===== src/rtl/imm_gen_pkg.sv =====
// Shared types and SPARC field encodings for the immediate generator.
package imm_gen_pkg;

  // Immediate class reported alongside every extended immediate.
  typedef enum logic [2:0] {
    KindNone   = 3'd0,
    KindReg    = 3'd1,
    KindSimm13 = 3'd2,
    KindShcnt  = 3'd3,
    KindTrap   = 3'd4,
    KindSethi  = 3'd5,
    KindBr22   = 3'd6,
    KindCall   = 3'd7
  } kind_e;

  // op field, IR[31:30]
  localparam logic [1:0] OP_BR    = 2'b00;
  localparam logic [1:0] OP_CALL  = 2'b01;
  localparam logic [1:0] OP_ARITH = 2'b10;
  localparam logic [1:0] OP_MEM   = 2'b11;

  // op2 field, IR[24:22]
  localparam logic [2:0] OP2_BICC  = 3'b010;
  localparam logic [2:0] OP2_FBFCC = 3'b110;
  localparam logic [2:0] OP2_SETHI = 3'b100;

  // op3 field, IR[24:19]
  localparam logic [5:0] OP3_SLL  = 6'b100101;
  localparam logic [5:0] OP3_SRL  = 6'b100110;
  localparam logic [5:0] OP3_SRA  = 6'b100111;
  localparam logic [5:0] OP3_TICC = 6'b111010;

  // Only branches and CALL produce a PC-relative target.
  function automatic logic is_pc_rel(input kind_e kind);
    return (kind == KindBr22) || (kind == KindCall);
  endfunction

endpackage


===== src/rtl/imm_decode.sv =====
// Combinational immediate extraction and extension for one instruction word.
module imm_decode
  import imm_gen_pkg::*;
#(
  parameter int unsigned DATA_W = 32
) (
  input  logic [31:0]       ir_i,
  output kind_e             kind_o,
  output logic [DATA_W-1:0] imm_o
);

  logic [1:0] op;
  logic [2:0] op2;
  logic [5:0] op3;
  logic       i_bit;

  // Sign-extended displacement / simm fields at full datapath width
  logic signed [DATA_W-1:0] disp22_sx;
  logic signed [DATA_W-1:0] disp30_sx;
  logic signed [DATA_W-1:0] simm13_sx;

  assign op    = ir_i[31:30];
  assign op2   = ir_i[24:22];
  assign op3   = ir_i[24:19];
  assign i_bit = ir_i[13];

  assign disp22_sx = DATA_W'($signed(ir_i[21:0]));
  assign disp30_sx = DATA_W'($signed(ir_i[29:0]));
  assign simm13_sx = DATA_W'($signed(ir_i[12:0]));

  // Classify the word and build the matching extended immediate
  always_comb begin
    kind_o = KindNone;
    imm_o  = '0;
    unique case (op)
      OP_BR: begin
        if ((op2 == OP2_BICC) || (op2 == OP2_FBFCC)) begin
          kind_o = KindBr22;
          imm_o  = disp22_sx << 2;
        end else if (op2 == OP2_SETHI) begin
          kind_o = KindSethi;
          imm_o  = DATA_W'({ir_i[21:0], 10'b0});
        end
      end
      OP_CALL: begin
        kind_o = KindCall;
        imm_o  = disp30_sx << 2;
      end
      default: begin
        // Shift and trap forms only exist in the arithmetic opcode space
        if (!i_bit) begin
          kind_o = KindReg;
        end else if ((op == OP_ARITH) &&
                     ((op3 == OP3_SLL) || (op3 == OP3_SRL) || (op3 == OP3_SRA))) begin
          kind_o = KindShcnt;
          imm_o  = DATA_W'(ir_i[4:0]);
        end else if ((op == OP_ARITH) && (op3 == OP3_TICC)) begin
          kind_o = KindTrap;
          imm_o  = DATA_W'(ir_i[6:0]);
        end else begin
          kind_o = KindSimm13;
          imm_o  = simm13_sx;
        end
      end
    endcase
  end

endmodule


===== src/rtl/imm_gen_pipe.sv =====
// Two-stage immediate generator with valid/ready backpressure and flush.
// Stage 1 holds the decoded immediate and PC; stage 2 adds the branch target.
module imm_gen_pipe
  import imm_gen_pkg::*;
#(
  parameter int unsigned DATA_W = 32  // must be at least 32
) (
  input  logic              Clk,
  input  logic              Reset,
  input  logic              Flush,
  input  logic              In_Valid,
  output logic              In_Ready,
  input  logic [31:0]       IR,
  input  logic [DATA_W-1:0] PC,
  output logic              Out_Valid,
  input  logic              Out_Ready,
  output logic [DATA_W-1:0] Imm,
  output logic [DATA_W-1:0] Target,
  output kind_e             Kind
);

  kind_e             dec_kind;
  logic [DATA_W-1:0] dec_imm;

  logic              s1_valid_q, s1_valid_d;
  kind_e             s1_kind_q, s1_kind_d;
  logic [DATA_W-1:0] s1_imm_q, s1_imm_d;
  logic [DATA_W-1:0] s1_pc_q, s1_pc_d;

  logic              s2_valid_q, s2_valid_d;
  kind_e             s2_kind_q, s2_kind_d;
  logic [DATA_W-1:0] s2_imm_q, s2_imm_d;
  logic [DATA_W-1:0] s2_target_q, s2_target_d;

  logic s2_adv;
  logic in_fire;
  logic s1_fire;

  imm_decode #(
    .DATA_W (DATA_W)
  ) u_imm_decode (
    .ir_i   (IR),
    .kind_o (dec_kind),
    .imm_o  (dec_imm)
  );

  // Handshake: stage 2 moves when empty or drained; In_Ready never looks at In_Valid
  always_comb begin
    s2_adv   = !s2_valid_q || Out_Ready;
    In_Ready = !Flush && (!s1_valid_q || s2_adv);
    in_fire  = In_Valid && In_Ready;
    s1_fire  = s1_valid_q && s2_adv;
  end

  // Next-state for both stages; flush only clears valids, data is left as is
  always_comb begin
    s1_valid_d  = s1_valid_q;
    s1_kind_d   = s1_kind_q;
    s1_imm_d    = s1_imm_q;
    s1_pc_d     = s1_pc_q;
    s2_valid_d  = s2_valid_q;
    s2_kind_d   = s2_kind_q;
    s2_imm_d    = s2_imm_q;
    s2_target_d = s2_target_q;

    if (in_fire) begin
      s1_valid_d = 1'b1;
      s1_kind_d  = dec_kind;
      s1_imm_d   = dec_imm;
      s1_pc_d    = PC;
    end else if (s1_fire) begin
      s1_valid_d = 1'b0;
    end

    if (s2_adv) begin
      s2_valid_d = s1_valid_q;
    end
    if (s1_fire) begin
      s2_kind_d   = s1_kind_q;
      s2_imm_d    = s1_imm_q;
      s2_target_d = is_pc_rel(s1_kind_q) ? (s1_pc_q + s1_imm_q) : '0;
    end

    if (Flush) begin
      s1_valid_d = 1'b0;
      s2_valid_d = 1'b0;
    end
  end

  // Pipeline registers with synchronous reset
  always_ff @(posedge Clk) begin
    if (Reset) begin
      s1_valid_q  <= 1'b0;
      s1_kind_q   <= KindNone;
      s1_imm_q    <= '0;
      s1_pc_q     <= '0;
      s2_valid_q  <= 1'b0;
      s2_kind_q   <= KindNone;
      s2_imm_q    <= '0;
      s2_target_q <= '0;
    end else begin
      s1_valid_q  <= s1_valid_d;
      s1_kind_q   <= s1_kind_d;
      s1_imm_q    <= s1_imm_d;
      s1_pc_q     <= s1_pc_d;
      s2_valid_q  <= s2_valid_d;
      s2_kind_q   <= s2_kind_d;
      s2_imm_q    <= s2_imm_d;
      s2_target_q <= s2_target_d;
    end
  end

  assign Out_Valid = s2_valid_q;
  assign Kind      = s2_kind_q;
  assign Imm       = s2_imm_q;
  assign Target    = s2_target_q;

endmodule


===== config.mk =====
export PLATFORM = sky130hd
export DESIGN_NAME = imm_gen_pipe
export DESIGN_NICKNAME = d
export VERILOG_FILES = /design/src/rtl/imm_gen_pkg.sv /design/src/rtl/imm_decode.sv /design/src/rtl/imm_gen_pipe.sv
export SDC_FILE = /design/constraint.sdc
export NUM_CORES = 1
export LEC_CHECK = 0
export CORE_MARGIN = 4
export CORE_UTILIZATION = 40
export DETAILED_ROUTE_END_ITERATION = 7
export PLACE_DENSITY_LB_ADDON = 0.2
export SETUP_SLACK_MARGIN = 0.15
export SLEW_MARGIN = 5
export SYNTH_ARGS = -nofsm -noshare
export SYNTH_HDL_FRONTEND = slang
export SYNTH_SLANG_ARGS = --single-unit

===== constraint.sdc =====
create_clock -name Clk -period 3.5 [get_ports Clk]
set_input_delay 0.525 -clock Clk [delete_from_list [all_inputs] [get_ports Clk]]
set_output_delay 0.525 -clock Clk [all_outputs]
set_load 0.01 [all_outputs]

# Word level (Yosys, flattened, before mapping)
# Cells that the tools add are included.
[totals] elab_cells=52 output_inout_bits=69 input_bits=69 ff_bits=136
[op_classes] mux=15 n_addsub=1 n_reduce_logical=17 n_eq_ne=11
[ops] cell="2-to-1 mux 32 bit" count=6
[ops] cell="one-hot mux 32 bit (2 select lines)" count=1
[ops] cell="adder 32 bit" count=1
[ops] cell="equality test 6 bit, second input constant" count=4
[ops] cell="2-to-1 mux 3 bit" count=5
[ops] cell="equality test 3 bit, second input constant" count=4
[ops] cell="logical OR 1 bit" count=6
[ops] cell="one-hot mux 3 bit (2 select lines)" count=1
[ops] cell="logical AND 1 bit" count=5
[ops] cell="equality test 3 x 2 -> 1 bit, second input constant" count=1
[ops] cell="zero test 1 bit" count=3
[ops] cell="equality test 2 x 1 -> 1 bit, second input constant" count=1
[ops] cell="equality test 2 bit, second input constant" count=1
[ops] cell="zero test 2 bit" count=1
[ops] cell="2-to-1 mux 1 bit" count=2
[ops] cell="nonzero test 2 bit" count=1
[ops] cell="OR reduction 2 bit" count=1

# Longest topological paths before layout
[depth] depth_word=7 depth_mapped=12 depth_no_buf=12

# Hierarchy
# A second synthesis with hierarchy kept.
[hier_totals] cells_unflattened=898 area_unflattened_um2=7083.0
[by_module_without_submodules] mod="imm_gen_pipe" n_inst=1 area_each_um2=6387.4 cells_per_inst=811 seq_area_each_um2=2722.6
[by_module_without_submodules] mod="imm_decode" n_inst=1 area_each_um2=695.7 cells_per_inst=87 seq_area_each_um2=0.0

# Least setup slack after synthesis
# No wires, ideal clock.
[synth_timing] path_type="register -> register" start="register s1_imm_q[0]" end="register s2_target_q[28], in the netlist Target[28]" stages_incl_launch_ff=13 setup_slack_ns=0.990 required_time_ns=3.374 arrival_ns=2.384 setup_time_ns=0.126 cell_sequence="dfxtp_1 > ha_1 > inv_1 > fa_1 > nor2b_4 > o211ai_2 > a21oi_2 > a311oi_4 > o31ai_1 > a211o_1 > a221oi_2 > xor2_1 > o21ai_1"
[synth_via] elab_chain_cells=2
[synth_lines] item="from (decl)" line_no="imm_gen_pipe.sv:27" rtl="logic [DATA_W-1:0] s1_imm_q, s1_imm_d;"
[synth_lines] item="from (signal assigned)" line_no="imm_gen_pipe.sv:104" rtl="s1_imm_q <= s1_imm_d;"
[synth_lines] item="adder 32 bit" line_no="imm_gen_pipe.sv:81" rtl="s2_target_d = is_pc_rel(s1_kind_q) ? (s1_pc_q + s1_imm_q) : '0;"
[synth_lines] item="2-to-1 mux 32 bit" line_no="imm_gen_pipe.sv:81"
[synth_lines] item="to (signal assigned)" line_no="imm_gen_pipe.sv:109" rtl="s2_target_q <= s2_target_d;"
[synth_lines] item="to (decl)" line_no="imm_gen_pipe.sv:33" rtl="logic [DATA_W-1:0] s2_target_q, s2_target_d;"
# Every way passes these cells.
# A chain may end at the register's enable or synchronous reset.

# Final worst setup path
# Ends and elaborated chain as after synthesis.

==> flow_summary.toml <==
[status]
status = "finished, final reports clean"

[clock_tree]
post_cts_buffers = 0
insertion_delay_ps = 430
ctsResizeCount = 0
htreeDepth = 4
cts_num_sinks = 136
cts.clk_slew.worst_paths_ps = 60
clock-root-buffer = "clkbuf_16"
clk_path_buf_depth = 2
cts_hold_buf = 0
cts_tree = "yes"
cts_made_buffers = 17

[worst_setup_path]
cpPeakStageDelay_ps = 470
startpoint_type = "flop"
cp_data_required_time_ps = 3810
rrSetupSlack_ps = 590
cpMaxStageDelayCell = "o31ai_1"
endpoint_kind = "flop"
path_cells = "ha_1, inv_1, fa_1, nor2b_4, o211ai_2, a21oi_2, a311oi_4, o31ai_1, a211o_1, a221oi_2, xor2_1, o21ai_1"
critical_path_class = "flop to flop"
path_max_fanout = 4
cp_data_arrival_time_ps = 3210

[grt]
grt_pass1_wl_um = 31200
grt_max_degree = 71
gr-total-overflow = 0
grt.total_usage_pct = 21.0
first_global_vias = 6097
antenna_found_initial = 0

[yosys]
synth_edf_count = 0
synth_top_area_cell = "dfxtp_1"
synth.distinct_cells = 56
ys.flop_type = "dfxtp_1"
yosys-top-cells-count = "nand2_1, dfxtp_1, a21oi_1"
netlist_instances = 856
ys_top_cells_by_area = "dfxtp_1, nand2_1, a21oi_1"
synth_nets = 957
syn_area_um2 = 6660
async_flop_share_pct = 0
postSynthAreaPerCell_um2 = 7.78
yosys_warnings = 0
ys_seq_area_share_pct = 40.9
netlist.area_leader.share_pct = 40.9
synth_most_common_cell = "nand2_1"
synth_seq_cells = 136

[sta]
setup_violations = 0
slew_headroom_pct = 56.9
worst_pin_slew_ps = 646
finalHoldViolCount = 0
fmax_mhz = 344
finalCritPeriodShare_pct = 83.0
min_period_ps = 2910
final.setup.tns_ps = 0
finClkSkew_ps = 10.7
rsz0062_at_grt = "no"
maxSlewViolCount = 0

[die]
fp.dieW_um = 137
rows = 46
dieArea_um2 = 18800
core_um2 = 16100
initial_core_util_pct = 41.3
fp.dieH_um = 137
io_pins = 138

[min_path]
min_path_type = "flop to flop"

[route]
dr.pass1.iters = 6
vias_per_cell = 5.35
wl_per_cell_um = 16.1
ant_nets = 0
wirelength_um = 19400
route.detailed.drc = 0
drt_iter0_drc = 475
num_vias = 6441

[cells_and_area]
fill_cells = 1558
synthToLayoutAreaGrowth_pct = 33.3
layout-drive-gt1-share_pct = 5.88
multi_input_area_um2 = 3720
fin_area_um2 = 8880
seqCellArea_um2 = 2720
fin_util_pct = 55.1
fin_nets = 1075
n_antenna_cell = 0

[pwr]
power_density_nw_per_um2 = 463
p_leak_nw = 3.49
vdd_drop_max_v = 0.000363

[placed_design]
numPortBuffers = 137
place_area_um2 = 8220
gp_congestion = 0.941
place_hpwl_um = 14300

[flow_run]
drv_cap = 0
==> final cells by class <==
type                            count  area share, %
Clock buffer                       18           4.95
Clock inverter                     14           2.48
Inverter                            8          0.338
Multi-Input combinational cell    661           41.9
Sequential cell                   136           30.7
Tap cell                          216           3.04
Timing Repair Buffer              150           16.7
==> registers in the layout, indices dropped and copies added, names as in the netlist <==
register,count
Imm,32
Target,32
s1_imm_q,32
s1_pc_q,32
Kind,3
s1_kind_q,3
Out_Valid,1
s1_valid_q,1
==> report_power, final <==
part	switching [mW]	leakage, nW	internal [mW]
clock	0.710	0.321	1.29
combinational	0.262	2.06	0.207
sequential	0.0435	1.11	1.60
total	1.02	3.49	3.09
==> path summary, 6_finish.rpt <==
| kind | startpoint | end | depth (start not counted) |
|---|---|---|---|
| max reg2reg | s1_imm_q[0]$_SDFFE_PP0P_ | Target[28]$_SDFFE_PP0P_ | 12 |
| min reg2reg | Target[29]$_SDFFE_PP0P_ | Target[29]$_SDFFE_PP0P_ | 2 |
| min | Target[29]$_SDFFE_PP0P_ | Target[29]$_SDFFE_PP0P_ | 2 |
| max | s1_imm_q[0]$_SDFFE_PP0P_ | Target[28]$_SDFFE_PP0P_ | 12 |
==> kinds of logic after synthesis <==
group / count (synthesis) / synth area share, %
buffers and inverters: 59 / 3.38
adders and majority gates: 32 / 6.12
and+or+nand+nor: 356 / 22.6
AOI/OAI and AO/OA: 247 / 23.6
DFF: 136 / 40.9
xor gates and xnor gates: 26 / 3.42
==> through the flow <==
| stage | cells | total power, mW | worst slack [ps] | hold slack [ps] |
|---|---|---|---|---|
| 3_5_place_dp | 1171 | 2.14 | 627 | 446 |
| 4_1_cts | 1203 | 4.14 | 590 | 454 |
| 3_3_place_gp | 1171 | 2.14 | 701 | 436 |
| 5_1_grt | 1203 | 4.27 | 423 | 469 |
| 6_report | 1203 | 4.11 | 593 | 448 |
| 2_1_floorplan | 856 | 1.94 | 990 | 432 |
==> placed cells by master (no fill, tap or decap), drive strengths merged, types with 7 or more instances in the layout <==
| cell | instances |
|---|---|
| nor2 | 93 |
| dfxtp | 136 |
| clkbuf | 18 |
| nor2b | 7 |
| buf | 14 |
| a22oi | 24 |
| nand2 | 185 |
| nand3 | 7 |
| clkdlybuf4s50 | 136 |
| nor3 | 35 |
| o21ai | 37 |
| a21o | 26 |
| a21oi | 104 |
| xor2 | 11 |
| inv | 11 |
| xnor2 | 15 |
| a221oi | 14 |
| ha | 31 |
==> critical path, delay by kind of cell, from the launching register on <==
| family | cells | cell delay [ps] |
|---|---|---|
| simple gates | 1 | 160 |
| xor+xnor | 1 | 150 |
| compound gates | 7 | 1430 |
| fa+ha+maj | 2 | 640 |
| buf+inv | 1 | 60 |
| flops | 1 | 350 |
==> layer usage <==
metal,GRT usage [%],wire [um],vias up,share of wire [%]
li1,-,-,3222,-
met2,30.8,8380,229,43
met4,6.76,285,0,1.5
met5,0,0,-,0
met3,5.70,1520,24,7.9
met1,29.9,9180,2966,47
(Power assumes the default switching activity.)
